$ cat src/rtl/mdio_responder_if.sv
// Management bus bundle for the MDIO responder: MDC/MDIO pins, write notification
// and the user-side register read port.
interface mdio_responder_if;
  logic        mdc;
  logic        mdio_in;
  logic        mdio_out;
  logic        mdio_oen;
  logic [15:0] stat_in;
  logic        reg_wr_strobe;
  logic [4:0]  reg_wr_addr;
  logic [15:0] reg_wr_data;
  logic [4:0]  usr_addr;
  logic [15:0] usr_rddata;

  modport master (
    output mdc, mdio_in, stat_in, usr_addr,
    input  mdio_out, mdio_oen, reg_wr_strobe, reg_wr_addr, reg_wr_data, usr_rddata
  );

  modport slave (
    input  mdc, mdio_in, stat_in, usr_addr,
    output mdio_out, mdio_oen, reg_wr_strobe, reg_wr_addr, reg_wr_data, usr_rddata
  );
endinterface

$ cat src/rtl/mdio_responder.sv
// Clause-22 MDIO target: oversamples MDC/MDIO on clk, decodes read/write frames
// and serves a small register file with live status and PHY ID registers.
module mdio_responder #(
  parameter logic [4:0]  PHY_ADDR     = 5'd1,
  parameter int unsigned NUM_REGS     = 8,
  parameter logic [15:0] PHY_ID1      = 16'h0022,
  parameter logic [15:0] PHY_ID2      = 16'h1556,
  parameter logic [15:0] CTRL_DEFAULT = 16'h1140
) (
  input  logic            clk,
  input  logic            reset,
  mdio_responder_if.slave bus
);

  localparam int unsigned DATA_W    = 16;
  localparam int unsigned ADDR_W    = 5;
  localparam int unsigned CNT_W     = 6;
  localparam int unsigned K_W       = 5;
  localparam int unsigned REG_SLOTS = 32;

  localparam logic [CNT_W-1:0] PRE_SAT = CNT_W'(32);

  localparam logic [1:0] S_IDLE  = 2'd0;
  localparam logic [1:0] S_ST1   = 2'd1;
  localparam logic [1:0] S_FRAME = 2'd2;

  localparam logic [1:0] OP_WRITE = 2'b01;
  localparam logic [1:0] OP_READ  = 2'b10;
  localparam logic [1:0] TA_WRITE = 2'b10;

  localparam logic [K_W-1:0] K_OP_END     = 5'd1;
  localparam logic [K_W-1:0] K_PHY_FIRST  = 5'd2;
  localparam logic [K_W-1:0] K_PHY_END    = 5'd6;
  localparam logic [K_W-1:0] K_REG_FIRST  = 5'd7;
  localparam logic [K_W-1:0] K_REG_END    = 5'd11;
  localparam logic [K_W-1:0] K_TA_FIRST   = 5'd12;
  localparam logic [K_W-1:0] K_TA_END     = 5'd13;
  localparam logic [K_W-1:0] K_DATA_FIRST = 5'd14;
  localparam logic [K_W-1:0] K_DRIVE_END  = 5'd28;
  localparam logic [K_W-1:0] K_LAST       = 5'd29;

  // Synchronizers and edge detect
  logic mdc_meta, mdc_sync, mdc_prev;
  logic mdio_meta, mdio_sync;

  logic              mdc_rise_c;
  logic              bit_c;

  logic [1:0]        state_q, state_d;
  logic [CNT_W-1:0]  pre_cnt_q, pre_cnt_d;
  logic [K_W-1:0]    k_q, k_d;
  logic [1:0]        op_q, op_d;
  logic [ADDR_W-1:0] phyad_q, phyad_d;
  logic [ADDR_W-1:0] regad_q, regad_d;
  logic [1:0]        ta_q, ta_d;
  logic [DATA_W-1:0] wdata_q, wdata_d;
  logic [DATA_W-1:0] rd_shift_q, rd_shift_d;
  logic              mdio_out_q, mdio_out_d;
  logic              mdio_oen_q, mdio_oen_d;
  logic              wr_strobe_q, wr_strobe_d;
  logic [ADDR_W-1:0] wr_addr_q, wr_addr_d;
  logic [DATA_W-1:0] wr_data_q, wr_data_d;
  logic [DATA_W-1:0] usr_rddata_q, usr_rddata_d;
  logic [DATA_W-1:0] regs_q [REG_SLOTS];
  logic [DATA_W-1:0] regs_d [REG_SLOTS];

  logic [1:0]        op_full_c;
  logic [ADDR_W-1:0] regad_full_c;
  logic [DATA_W-1:0] wdata_full_c;
  logic              addr_match_c;

  function automatic logic is_rw(input logic [ADDR_W-1:0] a);
    return (a == 5'd0) || ((a >= 5'd4) && (32'(a) < NUM_REGS));
  endfunction

  // Register map shared by the MDIO read path and the user read port
  function automatic logic [DATA_W-1:0] read_map(input logic [ADDR_W-1:0] a);
    logic [DATA_W-1:0] v;
    case (a)
      5'd1:    v = bus.stat_in;
      5'd2:    v = PHY_ID1;
      5'd3:    v = PHY_ID2;
      default: v = (32'(a) < NUM_REGS) ? regs_q[a] : '0;
    endcase
    return v;
  endfunction

  always_ff @(posedge clk or posedge reset) begin
    if (reset) begin
      mdc_meta  <= 1'b0;
      mdc_sync  <= 1'b0;
      mdc_prev  <= 1'b0;
      mdio_meta <= 1'b1;
      mdio_sync <= 1'b1;
    end else begin
      mdc_meta  <= bus.mdc;
      mdc_sync  <= mdc_meta;
      mdc_prev  <= mdc_sync;
      mdio_meta <= bus.mdio_in;
      mdio_sync <= mdio_meta;
    end
  end

  assign mdc_rise_c   = mdc_sync & ~mdc_prev;
  assign bit_c        = mdio_sync;
  assign op_full_c    = {op_q[0], bit_c};
  assign regad_full_c = {regad_q[ADDR_W-2:0], bit_c};
  assign wdata_full_c = {wdata_q[DATA_W-2:0], bit_c};
  assign addr_match_c = (phyad_q == PHY_ADDR);

  // State and output registers
  always_ff @(posedge clk or posedge reset) begin
    if (reset) begin
      state_q      <= S_IDLE;
      pre_cnt_q    <= '0;
      k_q          <= '0;
      op_q         <= '0;
      phyad_q      <= '0;
      regad_q      <= '0;
      ta_q         <= '0;
      wdata_q      <= '0;
      rd_shift_q   <= '0;
      mdio_out_q   <= 1'b1;
      mdio_oen_q   <= 1'b1;
      wr_strobe_q  <= 1'b0;
      wr_addr_q    <= '0;
      wr_data_q    <= '0;
      usr_rddata_q <= '0;
      for (int unsigned i = 0; i < REG_SLOTS; i++) regs_q[i] <= CTRL_DEFAULT;
    end else begin
      state_q      <= state_d;
      pre_cnt_q    <= pre_cnt_d;
      k_q          <= k_d;
      op_q         <= op_d;
      phyad_q      <= phyad_d;
      regad_q      <= regad_d;
      ta_q         <= ta_d;
      wdata_q      <= wdata_d;
      rd_shift_q   <= rd_shift_d;
      mdio_out_q   <= mdio_out_d;
      mdio_oen_q   <= mdio_oen_d;
      wr_strobe_q  <= wr_strobe_d;
      wr_addr_q    <= wr_addr_d;
      wr_data_q    <= wr_data_d;
      usr_rddata_q <= usr_rddata_d;
      regs_q       <= regs_d;
    end
  end

  // Frame decoder: all protocol decisions happen in the MDC edge-detect cycle
  always_comb begin
    state_d      = state_q;
    pre_cnt_d    = pre_cnt_q;
    k_d          = k_q;
    op_d         = op_q;
    phyad_d      = phyad_q;
    regad_d      = regad_q;
    ta_d         = ta_q;
    wdata_d      = wdata_q;
    rd_shift_d   = rd_shift_q;
    mdio_out_d   = mdio_out_q;
    mdio_oen_d   = mdio_oen_q;
    wr_strobe_d  = 1'b0;
    wr_addr_d    = wr_addr_q;
    wr_data_d    = wr_data_q;
    regs_d       = regs_q;
    // Reads regs_q, so a same-cycle write returns the old value
    usr_rddata_d = read_map(bus.usr_addr);

    if (mdc_rise_c) begin
      case (state_q)
        S_IDLE: begin
          if (bit_c) begin
            if (pre_cnt_q != PRE_SAT) pre_cnt_d = pre_cnt_q + CNT_W'(1);
          end else begin
            if (pre_cnt_q == PRE_SAT) state_d = S_ST1;
            pre_cnt_d = '0;
          end
        end

        S_ST1: begin
          if (bit_c) begin
            state_d = S_FRAME;
            k_d     = '0;
          end else begin
            state_d = S_IDLE;
          end
        end

        S_FRAME: begin
          k_d = k_q + K_W'(1);

          if (k_q <= K_OP_END) op_d = op_full_c;
          if ((k_q == K_OP_END) && (op_full_c != OP_WRITE) && (op_full_c != OP_READ))
            state_d = S_IDLE;
          if ((k_q >= K_PHY_FIRST) && (k_q <= K_PHY_END))
            phyad_d = {phyad_q[ADDR_W-2:0], bit_c};
          if ((k_q >= K_REG_FIRST) && (k_q <= K_REG_END)) regad_d = regad_full_c;
          if (k_q == K_REG_END) rd_shift_d = read_map(regad_full_c);
          if ((k_q >= K_TA_FIRST) && (k_q <= K_TA_END)) ta_d = {ta_q[0], bit_c};
          if (k_q >= K_DATA_FIRST) wdata_d = wdata_full_c;

          // Take the line for the second TA bit, then shift data out MSB first
          if ((op_q == OP_READ) && addr_match_c) begin
            if (k_q == K_TA_FIRST) begin
              mdio_oen_d = 1'b0;
              mdio_out_d = 1'b0;
            end else if ((k_q >= K_TA_END) && (k_q <= K_DRIVE_END)) begin
              mdio_out_d = rd_shift_q[DATA_W-1];
              rd_shift_d = {rd_shift_q[DATA_W-2:0], 1'b0};
            end
          end

          if (k_q == K_LAST) begin
            state_d    = S_IDLE;
            mdio_oen_d = 1'b1;
            mdio_out_d = 1'b1;
            if ((op_q == OP_WRITE) && addr_match_c && (ta_q == TA_WRITE)) begin
              wr_strobe_d = 1'b1;
              wr_addr_d   = regad_q;
              wr_data_d   = wdata_full_c;
              if (regad_q == 5'd0) begin
                // Bit 15 of reg 0 is a self-clearing soft reset of all RW registers
                if (wdata_full_c[DATA_W-1]) begin
                  for (int unsigned i = 0; i < REG_SLOTS; i++) regs_d[i] = CTRL_DEFAULT;
                end else begin
                  regs_d[0] = {1'b0, wdata_full_c[DATA_W-2:0]};
                end
              end else if (is_rw(regad_q)) begin
                regs_d[regad_q] = wdata_full_c;
              end
            end
          end
        end

        default: begin
          state_d   = S_IDLE;
          pre_cnt_d = '0;
        end
      endcase
    end
  end

  assign bus.mdio_out      = mdio_out_q;
  assign bus.mdio_oen      = mdio_oen_q;
  assign bus.reg_wr_strobe = wr_strobe_q;
  assign bus.reg_wr_addr   = wr_addr_q;
  assign bus.reg_wr_data   = wr_data_q;
  assign bus.usr_rddata    = usr_rddata_q;

endmodule

$ cat src/flat_wrapper.sv
// flat-port wrapper written by rule: the top's interface ports become plain ports
module mdio_responder_flat 
#(
  parameter logic [4:0]  PHY_ADDR     = 5'd1,
  parameter int unsigned NUM_REGS     = 8,
  parameter logic [15:0] PHY_ID1      = 16'h0022,
  parameter logic [15:0] PHY_ID2      = 16'h1556,
  parameter logic [15:0] CTRL_DEFAULT = 16'h1140
)
  (clk, reset, bus_mdc, bus_mdio_in, bus_stat_in, bus_usr_addr, bus_mdio_out, bus_mdio_oen, bus_reg_wr_strobe, bus_reg_wr_addr, bus_reg_wr_data, bus_usr_rddata);
  mdio_responder_if bus_i ();
  input  logic clk;
  input  logic reset;
  input wire logic [$bits(bus_i.mdc)-1:0] bus_mdc;
  input wire logic [$bits(bus_i.mdio_in)-1:0] bus_mdio_in;
  input wire logic [$bits(bus_i.stat_in)-1:0] bus_stat_in;
  input wire logic [$bits(bus_i.usr_addr)-1:0] bus_usr_addr;
  output wire logic [$bits(bus_i.mdio_out)-1:0] bus_mdio_out;
  output wire logic [$bits(bus_i.mdio_oen)-1:0] bus_mdio_oen;
  output wire logic [$bits(bus_i.reg_wr_strobe)-1:0] bus_reg_wr_strobe;
  output wire logic [$bits(bus_i.reg_wr_addr)-1:0] bus_reg_wr_addr;
  output wire logic [$bits(bus_i.reg_wr_data)-1:0] bus_reg_wr_data;
  output wire logic [$bits(bus_i.usr_rddata)-1:0] bus_usr_rddata;
  assign bus_i.mdc = bus_mdc;
  assign bus_i.mdio_in = bus_mdio_in;
  assign bus_i.stat_in = bus_stat_in;
  assign bus_i.usr_addr = bus_usr_addr;
  assign bus_mdio_out = bus_i.mdio_out;
  assign bus_mdio_oen = bus_i.mdio_oen;
  assign bus_reg_wr_strobe = bus_i.reg_wr_strobe;
  assign bus_reg_wr_addr = bus_i.reg_wr_addr;
  assign bus_reg_wr_data = bus_i.reg_wr_data;
  assign bus_usr_rddata = bus_i.usr_rddata;
  mdio_responder #(.PHY_ADDR(PHY_ADDR), .NUM_REGS(NUM_REGS), .PHY_ID1(PHY_ID1), .PHY_ID2(PHY_ID2), .CTRL_DEFAULT(CTRL_DEFAULT)) u_core (.clk(clk), .reset(reset), .bus(bus_i));
endmodule
$ cat config.mk
export PLATFORM = sky130hd
export DESIGN_NAME = mdio_responder_flat
export DESIGN_NICKNAME = d
export VERILOG_FILES = /design/src/rtl/mdio_responder_if.sv /design/src/rtl/mdio_responder.sv /design/src/flat_wrapper.sv
export SDC_FILE = /design/constraint.sdc
export NUM_CORES = 1
export LEC_CHECK = 0
export ABC_CLOCK_PERIOD_IN_PS = 15800
export CORE_MARGIN = 5
export CORE_UTILIZATION = 50
export DETAILED_ROUTE_END_ITERATION = 8
export PLACE_DENSITY = 0.7
export SLEW_MARGIN = 20
export SYNTH_ARGS = -nofsm -noshare
export SYNTH_HDL_FRONTEND = slang
export SYNTH_SLANG_ARGS = --single-unit
export TNS_END_PERCENT = 1
$ cat constraint.sdc
create_clock -name clk -period 15.8 [get_ports clk]
set_input_delay 1.58 -clock clk [delete_from_list [all_inputs] [get_ports clk]]
set_output_delay 1.58 -clock clk [all_outputs]
set_load 0.01 [all_outputs]
==> summary.md <==
| Metric | Value |
|---|---|
| Cell Area, Synth | `8977 sq um` |
| R2R cell count | `5` |
| Global route overflow | `0` |
| Starting Density | `0.5032` |
| Drt drc | `0` |
| Die width | `144.0 um` |
| Mux cell area share after synthesis | `0.1512` |
| CTS Sinks | `about 180` |
| Tot GR Track Use | `0.2434` |
| Synth Area in Compound Gates | `0.1705` |
| CP max FO | `33` |
| Nets@finish | `848` |
| Die ar. | `between 20000 and 25000 sq um` |
| Synth Register Bits | `183` |
| TritonRoute pass-1 iters | `6` |
| Setup violations, final | `0` |
| Power Dens Cells | `roughly 90 nW/um^2` |
| Fill cells | `roughly 1400` |
| Detailed Place HPWL | `between 15000 and 20000 um` |
| Clock Path Buffers | `2` |
| Routability congestion estimate | `around 0.84` |
| Status | `finished clean` |
| Initial antenna violation count | `0` |
| Core Area | `17840 sq um` |
| Top cells by area, synth | `dfrtp_1, mux2_2, dfstp_2` |
| Hold Startpoint | `u_core.mdio_meta` |
| Syn. warnings | `0` |
| Fin Setup TNS | `0 ns` |
| Hold worst-path end | `u_core.bit_c` |
| Clock Skews | `roughly 0.013 ns` |
| Synth cell types | `63` |
| Largest net degree at the start of global routing | `104` |
| Mapped Nets | `799` |
| EDFF count, synth | `0` |
| Yosys top cell area share | `0.4571` |
| 1st-iter DRT viols | `663` |
| Clock buffer count from CTS | `17` |
| Flop pwr share | `0.499` |
| Routed WL | `about 25000 um` |
| Req. time, crit path | `16.14 ns` |
| DR vias | `about 6800` |
| IO Pins | `65` |
| Simple-gate share of the synthesized area | `0.1150` |
| Sw Share | `0.2537` |
| Area occupied by multi-input gates | `between 4000 and 5000 sq um` |
| Synth area leader | `dfrtp_1` |
| Part of the cycle the worst path needs | `0.2144` |
| Rel. slew slack | `0.2273` |
| Final hold slack | `about 0.36 ns` |
| WL per Instance | `approximately 23 um` |
| RR Endpoint | `u_core.rd_shift_q[7]` |
| Worst Setup End Kind | `flop` |
| Clock Pin Slew Worst Setup and Hold Paths | `0.08 ns` |
| Post-Syn Area per Cell | `approximately 12 sq um` |
| Syn Inst Count | `between 700 and 800` |
| Seq/Total Area, Yosys | `0.5128` |
| CP Launch Type | `primary input` |
| Worst-Skew Late Latency | `0.44 ns` |
| FFs w/ async S/R, synth | `1.000` |
| CTS root buffer | `clkbuf_16` |
| Largest family of logic cells by synthesized area | `compound AO/OA/AOI/OAI gates` |
| Comb pwr share | `0.047` |
| Max Clk Rate | `about 0.3 GHz` |
| ANT cells | `0` |
| Max-slew violation count | `0` |
| First-pass GRT wire length | `slightly below 40000 um` |
| Layout area overhead | `16.96%` |
| Hold-fix buffer count after cts | `0` |
| H-tree depth | `4` |
| CP Data Arrival Time | `about 3.7 ns` |
| Post-synthesis adder-cell area fraction | `0.01115` |
| Post-cts sizing count | `0` |
| Placed inst area | `between 9000 and 10000 sq um` |
| RSZ-0062 raised after global routing | `no` |
| ANT nets after route | `0` |
| DR vias/cell | `6.425` |
| Post-CTS setup buffer count | `0` |
| TritonCTS clock tree | `yes` |
| XOR/XNOR Fraction of Synth Area | `0.005854` |
| Die Ht | `144.0 um` |
| Leak | `0.004428 uW` |
| Layout cells sized above 1 | `0.2258` |
| Switching power total | `242.2 uW` |
| Fin util | `0.5885` |
| FF-to-FF Start | `u_core.bit_c` |
| Design area | `between 10000 and 15000 sq um` |
| Reg area | `between 4000 and 5000 sq um` |
| Cells after DPL | `slightly above 1000` |
| Worst VDD drop | `around 0.079 mV` |
| Final min period | `3.387 ns` |
| Critical path type | `in -> reg` |
| Port Buffers | `64` |
| Least-Margin Pin Slew | `between 1 and 1.5 ns` |
| Prevailing post-synth register cell | `dfrtp_1` |
| # Max-Cap Violations | `0` |
| Internal | `712.5 uW` |
| Vias in the first global route | `6883` |
| Fin cells | `~1100` |
| WHS Path Cells | `0` |
| Reg2Reg Setup Slack | `about 13 ns` |
| Final number of hold-violating endpoints | `0` |
| Clock share of power | `0.454` |
| Worst Hold Class | `reg -> reg` |
| Core Rows | `a little under 50` |
[registers in the layout (all words and copies together), names as in the netlist, 2 cells and up]
signal / count
u_core.pre_cnt_q: 6
u_core.state_q: 2
u_core.phyad_q: 5
u_core.wdata_q: 15
u_core.ta_q: 2
u_core.op_q: 2
u_core.k_q: 5
u_core.regs_q: 80
u_core.bus.usr_rddata: 16
u_core.bus.reg_wr_data: 16
u_core.rd_shift_q: 16
u_core.regad_q: 5
u_core.bus.reg_wr_addr: 5
[per-stage QoR]
stage | total power, uW | setup WS, ns
final | 954.7 | 12.41
after global routing | 984.5 | 12.31
after CTS | 961.5 | 12.41
after detailed placement | 530.2 | 11.95
after global placement | 528.9 | 11.98
after floorplan | 511.2 | 9.279
[cells by family after synthesis]
kind of cell | after synthesis
AO/OA/AOI/OAI | 206
buffers and inverters | 78
adder cells (fa/ha/maj) | 8
flip-flops | 183
XOR/XNOR | 6
AND/OR/NAND/NOR | 180
multiplexers | 105
[worst max path at each step]
| stage | startpoint | endpoint | slack [ns] | cells past startpoint |
|---|---|---|---|---|
| after CTS | reset | u_core.rd_shift_q[6] | 12.41 | 3 |
| after global placement | reset | u_core.phyad_q[0] | 11.98 | 3 |
| after global routing | bus_usr_addr[0] | u_core.bus.usr_rddata[15] | 12.31 | 5 |
| final | bus_usr_addr[0] | u_core.bus.usr_rddata[7] | 12.41 | 5 |
| after detailed placement | reset | u_core.phyad_q[1] | 11.95 | 3 |
| after floorplan | reset | u_core.bus.reg_wr_addr[0] | 9.28 | 1 |
[metal layers]
| metal | global-route usage | vias up | part of all wire |
|---|---|---|---|
| met5 | 0 | - | 0 |
| met4 | 0.08622 | 0 | 0.023 |
| met3 | 0.04696 | 49 | 0.077 |
| met2 | 0.4023 | 336 | 0.49 |
| met1 | 0.3230 | 3413 | 0.41 |
| li1 | - | 2993 | - |
[cell usage after synthesis (3+ instances only)]
master / count
o21ai_1: 5
dfrtp_1: 164
clkbuf_1: 36
a211oi_1: 8
or3b_2: 8
buf_1: 7
o2111ai_1: 3
o31ai_1: 3
and3_1: 3
a221o_1: 7
or2_2: 5
nor2b_1: 15
o221a_2: 7
buf_2: 7
nor3_1: 7
nand3_1: 15
mux4_2: 18
o22ai_1: 9
nand2_1: 27
nand2b_1: 10
dfstp_2: 19
a21oi_1: 19
ha_1: 8
nor3b_1: 11
a21boi_0: 4
o221ai_1: 5
nor2_1: 45
nor3_2: 5
a22o_1: 52
or3_1: 6
o211ai_1: 15
o21ai_0: 31
a22oi_1: 22
mux2i_1: 22
a2bb2oi_1: 6
nor4_1: 3
inv_1: 27
mux2_2: 65
xor2_1: 4
[critical path, cell delays in order]
cell and delay (ns):
clkdlybuf4s50_1 0.40, buf_4 0.28, nor3_1 0.99, a22oi_1 0.20
o21ai_0 0.24
[cell type report]
| class | count | area share |
|---|---|---|
| multi-input cells | 505 | 0.3916 |
| flip-flops and latches | 183 | 0.4384 |
| repair buffers | 80 | 0.07281 |
| clock buffers | 18 | 0.04290 |
| inverters | 28 | 0.01049 |
| clock inverters | 14 | 0.01656 |
| well taps | 229 | 0.02729 |
[power groups by stage]
stage	Clock (uW)	Sequential, uW	Combinational, uW
2_1_floorplan	0	485	26.5
3_3_place_gp	0	485	43.7
3_5_place_dp	0	485	44.8
4_1_cts	440	477	45.1
5_1_grt	458	477	49.7
6_report	433	477	44.9
[layout by cell type, fill, tap and decap left out, types with 4 or more instances in the layout]
| cell | n |
|---|---|
| or3_1 | 6 |
| o21ai_2 | 4 |
| a21boi_0 | 4 |
| buf_4 | 15 |
| nand2_1 | 27 |
| o21ai_0 | 31 |
| o22ai_1 | 9 |
| a211oi_1 | 8 |
| a2bb2oi_1 | 6 |
| o221ai_1 | 5 |
| a221o_1 | 7 |
| a22oi_1 | 22 |
| a21oi_1 | 19 |
| dfrtp_1 | 164 |
| nor3b_1 | 10 |
| clkdlybuf4s50_1 | 64 |
| inv_6 | 4 |
| a22o_1 | 52 |
| nand2b_1 | 10 |
| or2_2 | 5 |
| xor2_1 | 4 |
| mux2_2 | 65 |
| nor3_1 | 6 |
| mux2i_1 | 22 |
| ha_1 | 8 |
| clkbuf_16 | 18 |
| o221a_2 | 7 |
| inv_1 | 26 |
| nor2b_1 | 15 |
| dfstp_2 | 19 |
| o211ai_1 | 15 |
| or3b_2 | 8 |
| mux4_2 | 18 |
| nor3_2 | 6 |
| nor2_1 | 45 |
| nand3_1 | 15 |
| clkinv_8 | 6 |
No activity file was read; power rests on OpenSTA's default activity.
